==> config.mk <==
export PLATFORM = sky130hd
export DESIGN_NAME = mat_stream_tx
export DESIGN_NICKNAME = d
export VERILOG_FILES = /design/src/rtl/mat_stream_tx_pkg.sv /design/src/rtl/mat_stream_tx_word_buf.sv /design/src/rtl/mat_stream_tx.sv
export SDC_FILE = /design/constraint.sdc
export NUM_CORES = 1
export LEC_CHECK = 0
export BUFFER_PORTS_ARGS = -buffer_cell sky130_fd_sc_hd__buf_4
export CAP_MARGIN = 10
export CORE_ASPECT_RATIO = 1.75
export CORE_MARGIN = 3
export CORE_UTILIZATION = 30
export DETAILED_ROUTE_END_ITERATION = 8
export MAX_ROUTING_LAYER = met4
export PLACE_DENSITY = 0.42
export SLEW_MARGIN = 20
export SYNTH_ARGS = -nofsm -noshare
export SYNTH_HDL_FRONTEND = slang
export SYNTH_SLANG_ARGS = --single-unit
==> constraint.sdc <==
create_clock -name clk -period 9.52 [get_ports clk]
set_clock_uncertainty 0.15 [all_clocks]
set_input_delay 2.38 -clock clk [delete_from_list [all_inputs] [get_ports clk]]
set_output_delay 2.38 -clock clk [all_outputs]
set_load 0.01 [all_outputs]
==> src/rtl/mat_stream_tx_pkg.sv <==
// Shared types and helpers for the matrix-frame stream transmitter.
package mat_stream_tx_pkg;

   typedef enum logic [2:0] {
      StIdle,
      StSendX,
      StSendW,
      StSendB,
      StFin
   } tx_state_e;

   localparam logic [1:0] SegX    = 2'd0;
   localparam logic [1:0] SegW    = 2'd1;
   localparam logic [1:0] SegB    = 2'd2;
   localparam logic [1:0] SegIdle = 2'd3;

   // Frame length in words: vector, weight matrix, biases.
   function automatic int unsigned frame_len(input int unsigned n, input int unsigned m);
      return n + n * m + m;
   endfunction

endpackage

==> src/rtl/mat_stream_tx_word_buf.sv <==
// Frame word store: one synchronous write port, one combinational read port, no reset.
module tx_word_buf #(
   parameter int unsigned Depth = 11,
   parameter int unsigned AW    = 18
) (
   input  logic          clk_i,
   input  logic          we_i,
   input  logic [AW-1:0] waddr_i,
   input  logic [31:0]   wdata_i,
   input  logic [AW-1:0] raddr_i,
   output logic [31:0]   rdata_o
);

   localparam int unsigned IW = (Depth > 1) ? $clog2(Depth) : 1;

   logic [31:0]   mem_q [Depth];
   logic [IW-1:0] widx;
   logic [IW-1:0] ridx;

   assign widx = waddr_i[IW-1:0];
   assign ridx = raddr_i[IW-1:0];

   always_ff @(posedge clk_i) begin
      if (we_i && (32'(waddr_i) < Depth)) begin
         mem_q[widx] <= wdata_i;
      end
   end

   always_comb begin
      rdata_o = '0;
      if (32'(raddr_i) < Depth) begin
         rdata_o = mem_q[ridx];
      end
   end

endmodule

==> src/rtl/mat_stream_tx.sv <==
// Streams a stored vector/weights/biases frame over a valid/ready link, one word per cycle.
module mat_stream_tx
   import mat_stream_tx_pkg::*;
#(
   parameter int unsigned N  = 3,
   parameter int unsigned M  = 2,
   parameter int unsigned AW = 18
) (
   input  logic          clk,
   input  logic          reset,
   input  logic          wr_en,
   input  logic [AW-1:0] wr_addr,
   input  logic [31:0]   wr_data,
   input  logic          start,
   input  logic          abort,
   output logic [31:0]   data_out,
   output logic          data_valid,
   input  logic          data_ready,
   output logic          busy,
   output logic          done,
   output logic [1:0]    seg
);

   localparam int unsigned   L        = frame_len(N, M);
   localparam logic [AW-1:0] LastAddr = AW'(L - 1);

   function automatic logic [1:0] seg_of(input logic [AW-1:0] a);
      if (32'(a) < N) return SegX;
      if (32'(a) < N + N * M) return SegW;
      return SegB;
   endfunction

   function automatic tx_state_e state_of(input logic [1:0] s);
      unique case (s)
         SegX:    return StSendX;
         SegW:    return StSendW;
         default: return StSendB;
      endcase
   endfunction

   tx_state_e     state_q, state_d;
   logic [AW-1:0] ptr_q, ptr_d;
   logic [31:0]   data_out_q, data_out_d;
   logic          valid_q, valid_d;
   logic          busy_q, busy_d;
   logic          done_q, done_d;
   logic [1:0]    seg_q, seg_d;

   logic          buf_we;
   logic [AW-1:0] ptr_nxt;
   logic [AW-1:0] rd_addr;
   logic [31:0]   rd_data;
   logic [31:0]   next_word;

   assign buf_we  = wr_en && (state_q == StIdle) && (32'(wr_addr) < L);
   assign ptr_nxt = ptr_q + AW'(1);
   assign rd_addr = (state_q == StIdle) ? '0 : ptr_nxt;
   // Bypass so a write coincident with start is what the first word carries.
   assign next_word = (buf_we && (wr_addr == rd_addr)) ? wr_data : rd_data;

   tx_word_buf #(
      .Depth (L),
      .AW    (AW)
   ) u_buf (
      .clk_i   (clk),
      .we_i    (buf_we),
      .waddr_i (wr_addr),
      .wdata_i (wr_data),
      .raddr_i (rd_addr),
      .rdata_o (rd_data)
   );

   always_comb begin
      state_d    = state_q;
      ptr_d      = ptr_q;
      data_out_d = data_out_q;
      valid_d    = valid_q;
      busy_d     = busy_q;
      done_d     = 1'b0;
      seg_d      = seg_q;

      unique case (state_q)
         StIdle: begin
            if (start) begin
               state_d    = state_of(seg_of('0));
               ptr_d      = '0;
               data_out_d = next_word;
               valid_d    = 1'b1;
               busy_d     = 1'b1;
               seg_d      = seg_of('0);
            end
         end
         StSendX, StSendW, StSendB: begin
            if (valid_q && data_ready) begin
               if (ptr_q == LastAddr) begin
                  state_d = StFin;
                  valid_d = 1'b0;
                  busy_d  = 1'b0;
                  done_d  = 1'b1;
                  seg_d   = SegIdle;
               end else begin
                  state_d    = state_of(seg_of(ptr_nxt));
                  ptr_d      = ptr_nxt;
                  data_out_d = next_word;
                  seg_d      = seg_of(ptr_nxt);
               end
            end
         end
         StFin: begin
            state_d = StIdle;
         end
         default: begin
            state_d = StIdle;
            valid_d = 1'b0;
            busy_d  = 1'b0;
            seg_d   = SegIdle;
         end
      endcase

      // Abort wins over a handshake landing in the same cycle.
      if (abort && (state_q != StIdle)) begin
         state_d = StIdle;
         valid_d = 1'b0;
         busy_d  = 1'b0;
         done_d  = 1'b0;
         seg_d   = SegIdle;
      end
   end

   always_ff @(posedge clk or negedge reset) begin
      if (!reset) begin
         state_q    <= StIdle;
         ptr_q      <= '0;
         data_out_q <= '0;
         valid_q    <= 1'b0;
         busy_q     <= 1'b0;
         done_q     <= 1'b0;
         seg_q      <= SegIdle;
      end else begin
         state_q    <= state_d;
         ptr_q      <= ptr_d;
         data_out_q <= data_out_d;
         valid_q    <= valid_d;
         busy_q     <= busy_d;
         done_q     <= done_d;
         seg_q      <= seg_d;
      end
   end

   assign data_out   = data_out_q;
   assign data_valid = valid_q;
   assign busy       = busy_q;
   assign done       = done_q;
   assign seg        = seg_q;

endmodule
Yosys cells after proc, flatten, opt, wreduce, memory -nomap -nowiden --
Memories as Yosys holds them, arrays and structs flattened. Cells that the tools add are included.
Operators by class: $add $sub $neg 1, magnitude comparators 4, equality and inequality tests 14, multiplexer cells 49, reduce and logical (&&, ||, !) cells 15
Operators by type and width (number):
- 32-bit 2-to-1 mux | 5
- 18-bit 2-to-1 mux | 4
- 32-bit one-hot mux with 2 select lines | 1
- 18-bit by 4-bit < comparator with 1-bit output, second input constant | 3
- 18-bit one-hot mux with 2 select lines | 1
- 2-bit 2-to-1 mux | 11
- 1-bit 2-to-1 mux | 19
- 18-bit by 1-bit adder with 18-bit output, second input constant | 1
- 18-bit == test | 1
- 18-bit by 4-bit == test with 1-bit output, second input constant | 1
- 18-bit by 2-bit < comparator with 1-bit output, second input constant | 1
- 3-bit 2-to-1 mux | 4
- 2-bit inequality test, second input constant | 4
- 4-bit AND reduction | 2
- 3-bit by 2-bit == test with 1-bit output, second input constant | 2
- 1-bit logical AND | 6
- 3-bit inequality test, second input constant | 2
- 2-bit one-hot mux with 3 select lines | 1
- 3-bit one-hot mux with 2 select lines | 1
- 2-bit one-hot mux with 2 select lines | 1
- 3-bit by 1-bit == test with 1-bit output, second input constant | 1
- 3-bit == test, second input constant | 1
- 3-bit logical NOT | 1
- 3-bit by 2-bit inequality test with 1-bit output, second input constant | 1
- 8 further kinds | 8
Storage, ports and cells: register bits after elaboration 57, RAM bits 352, bits of input ports 56, output and inout bits 37, word-level logic and storage cells 90, memories 1
Memory list:
- u_buf.mem_q | depth 11, width 32, rd ports 1, clocked after Yosys merged registers in 0, write ports 1, line mat_stream_tx_word_buf.sv:16 | logic [31:0] mem_q [Depth];

Logic depth before layout (Yosys ltp) --
word-level depth 21, gate-level depth with buffers 13, depth with buffers taken out 8

Modules after synthesis --
Synthesis repeated with hierarchy kept, for this count alone.
Unflattened totals: cell total of the unflattened synthesis 1140, area total of the unflattened synthesis 17488.0 µm²
Modules (own cells, without submodules):
- tx_word_buf | times used 1, cells each 719, area each 13863.3 µm², sequential area each 10570.1 µm²
- mat_stream_tx | times used 1, cells each 421, area each 3624.7 µm², sequential area each 1428.9 µm²

Worst setup path before layout --
Ideal clock, no wire load.
kind input to register, start in wr_addr[9], end mem u_buf.mem_q[8][0], enable pin, library setup time 0.461 ns, arrival 5.565 ns, data required time 8.909 ns, setup slack 3.344 ns, stages 6, path buffers 0, cells stage by stage nor4_1 > nand4_1 > or2_2 > nor2_1 > nand2_1 > nor3_1
On the way: word-level cells in the longest chain between the ends 5
Ends and longest elaborated chain:
- start, declared | line mat_stream_tx.sv:12 | input logic [AW-1:0] wr_addr,
- 18-bit by 4-bit < comparator with 1-bit output (*) | line mat_stream_tx_word_buf.sv:24, mat_stream_tx.sv:55
- 1-bit logical AND | line mat_stream_tx.sv:55 | assign buf_we = wr_en && (state_q == StIdle) && (32'(wr_addr) < L);
- 1-bit logical AND (*) | line mat_stream_tx_word_buf.sv:24 | if (we_i && (32'(waddr_i) < Depth)) begin
- 1-bit 2-to-1 mux (*) | line mat_stream_tx_word_buf.sv:24
- 1-bit 2-to-1 mux (implied by the code) (*) | line mat_stream_tx_word_buf.sv:25 | mem_q[widx] <= wdata_i;
- end, declared | line mat_stream_tx_word_buf.sv:16
Mark *: on every way between the ends. The rest lies on a longest branch, timed or not.

Worst setup path after layout --
start in wr_addr[9], end mem u_buf.mem_q[3][24], enable pin
The elaborated chain is that of the path after synthesis.

==> reports/results.tsv <==
metric	value	unit
syn_to_final_growth	16.2	%
syn_area_per_cell	13.4	sq um
ys_seq_elements	409	
slew_viol_final	0	
outcome	complete, no violations	
hold_path_class	flip-flop to flip-flop	
peakVddDrop	169	uV
syn-num-nets	1365	
required	9.58	ns
r2r-start	ptr_q[0]	
seq_area_frac_synth	68.3	%
io_buffers	92	
netlist_instances	1306	
hp-start	data_out[11]	
dr.pass1.iters	5	
grt_setup_unrepaired	no	
leakage	0.00696	uW
place_congestion	0.756	
power.density	289	mW/mm^2
floorplan.initialDensity	30.5	%
place_hpwl	29800	microns
fillCellCount	5616	
setup_slack	4.83	ns
finalCriticalPeriod	4.69	ns
path_clk_slew	0.06	ns
grt_pass1_wl	77200	microns
max_freq	213	MHz
cts_tree	done	
multi_input_area	0.00519	sq mm
wl_per_cell	23.9	microns
antenna_found_initial	1	
netlist_area	0.0176	sq mm
synth_cell_type_count	61	
ctsHtreeMaxLevel	2	
pre_cts_slack	4.14	ns
final_core_util	35.4	%
route.detailed.drc	0	
grt_pass1_vias	11492	
grt_start_max_net_pins	66	
ctsResizeCount	0	
drt-total-wl	51800	microns
grt-ovfl-total	0	
synth_warnings	0	
seq_area	0.0120	sq mm
rows	116	
numCtsBuffers	42	
cap_violations	0	
core	0.0576	sq mm
setup_viol	0	
hold_violations	0	
track_usage	17.1	%
dieArea	0.0616	sq mm
synth_ff_type	edfxtp_1	
synthArstFlopShare	13.9	%
synth-edff-count	352	
worst-path-max-fanout	17	
die_h	326	microns
clkSinkCount	409	
cts-root-buf	clkbuf_16	
ant_nets	0	
crit_path_end_kind	flip-flop	
vias	11340	
die_x	189	microns
clockBufferDepth	3	
io_pins	93	
tns	0	ns
cts_setup_buffers	0	
clock_latency	0.55	ns
finalNetCount	1424	
drtIter0Drc	749	
layout-drive-gt1-share	21.1	%
hold_buffers	0	
critPathKind	input pin to flip-flop	
vias_per_cell	5.23	
p_total	5900	uW
timing.slew.headroom	25.4	%
critPathLaunchType	input pin	
worstMarginPinSlew	1.12	ns
crit_start	wr_addr[9]	
arrival	4.75	ns
period_share	49.2	%
[through the flow]
stage / hold WS (ns) / cell area, sq um / std cells
3_3_place_gp: 0.332 / 19100 / 2088
3_5_place_dp: 0.338 / 19100 / 2088
5_1_grt: 0.381 / 20400 / 2166
2_1_floorplan: 0.371 / 17600 / 1306
4_1_cts: 0.352 / 20400 / 2165
6_report: 0.351 / 20400 / 2167
[layout by cell type, fill, tap and decap left out, types with 9 or more instances in the layout]
cell       count
dfrtp_1       54
o31ai_1       13
clkbuf_1      11
nor2_1        66
or3_1         19
a222oi_1      15
o31ai_2       30
clkinv_2       9
nand2_1       59
nand4_1       11
mux2_2        50
a211oi_1      17
a21oi_1      104
a22oi_1       18
edfxtp_1     352
nor2_4        10
and3_1        81
buf_4        122
nand3_1       18
a31oi_1       19
clkbuf_16     43
mux2i_1       17
o22ai_1       49
o21ai_0      108
[critical path, cell delays in order]
cell	delay, ns
buf_4	0.11
nor4_1	0.35
nand4_1	0.15
or2_2	0.36
nor2_1	0.13
nand2_1	0.20
nor2_4	0.58
buf_4	0.45
[final cells by class]
| class | instances | area share, % |
|---|---|---|
| flip-flops and latches | 409 | 58.9 |
| inverters | 4 | 0.0736 |
| multi-input cells | 786 | 25.4 |
| repair buffers | 122 | 4.49 |
| diodes | 2 | 0.0245 |
| well taps | 767 | 4.71 |
| clock buffers | 54 | 5.48 |
| clock inverters | 23 | 0.933 |
[report_power, final]
part,internal [uW],total [uW],switching [uW]
clock network,891,1600,705
registers,2040,2160,121
logic,784,2140,1360
total,3710,5900,2180
[synthesized netlist by cell type, types with 16 or more instances]
cell / number / area share, %
clkbuf_1: 69 / 1.5
nand3_1: 18 / 0.51
a22oi_1: 18 / 0.77
mux2_2: 50 / 3.2
dfrtp_1: 55 / 7.8
mux2i_1: 17 / 0.97
o31ai_2: 30 / 2.1
and3_1: 81 / 2.9
edfxtp_1: 352 / 60
o21ai_0: 108 / 3.1
nor2_1: 77 / 1.6
a21oi_1: 104 / 3.0
or3_1: 21 / 0.75
buf_2: 16 / 0.46
a31oi_1: 20 / 0.71
a211oi_1: 17 / 0.73
nand2_1: 60 / 1.3
o22ai_1: 49 / 1.7
[flip-flops by register name, summed over array words and instances, names as in the netlist]
name	count
u_buf.mem_q	352
data_out	32
ptr_q	18
state_q	3
seg	2
busy	1
done	1
[final timing paths]
kind                                 endpoint  cells after the start  slack [ns]
setup reg to reg                 data_out[22]                     12        5.13
setup / recovery           u_buf.mem_q[3][24]                      8        4.83
max in group asynchronous            ptr_q[0]                      1        6.73
hold / removal                   data_out[11]                      2        0.35
min in group asynchronous         data_out[6]                      1        1.80
hold reg to reg                  data_out[11]                      2        0.35
[metal layers]
metal	GRT usage (%)	vias up	wire length, microns
li1	-	5230	-
met1	19.6	5787	20300
met4	4.57	0	1270
met5	-	-	0
met3	2.14	68	1910
met2	31.4	255	28300
[cells by family after synthesis]
family	Yosys count	synth area share, %
multiplexers	67	4.18
buffers and inverters	111	2.89
AO/OA/AOI/OAI	392	14.5
XOR/XNOR	11	0.549
AND/OR/NAND/NOR	313	9.29
adder cells (fa/ha/maj)	3	0.214
flip-flops	409	68.3
No activity file was read; power rests on OpenSTA's default activity.
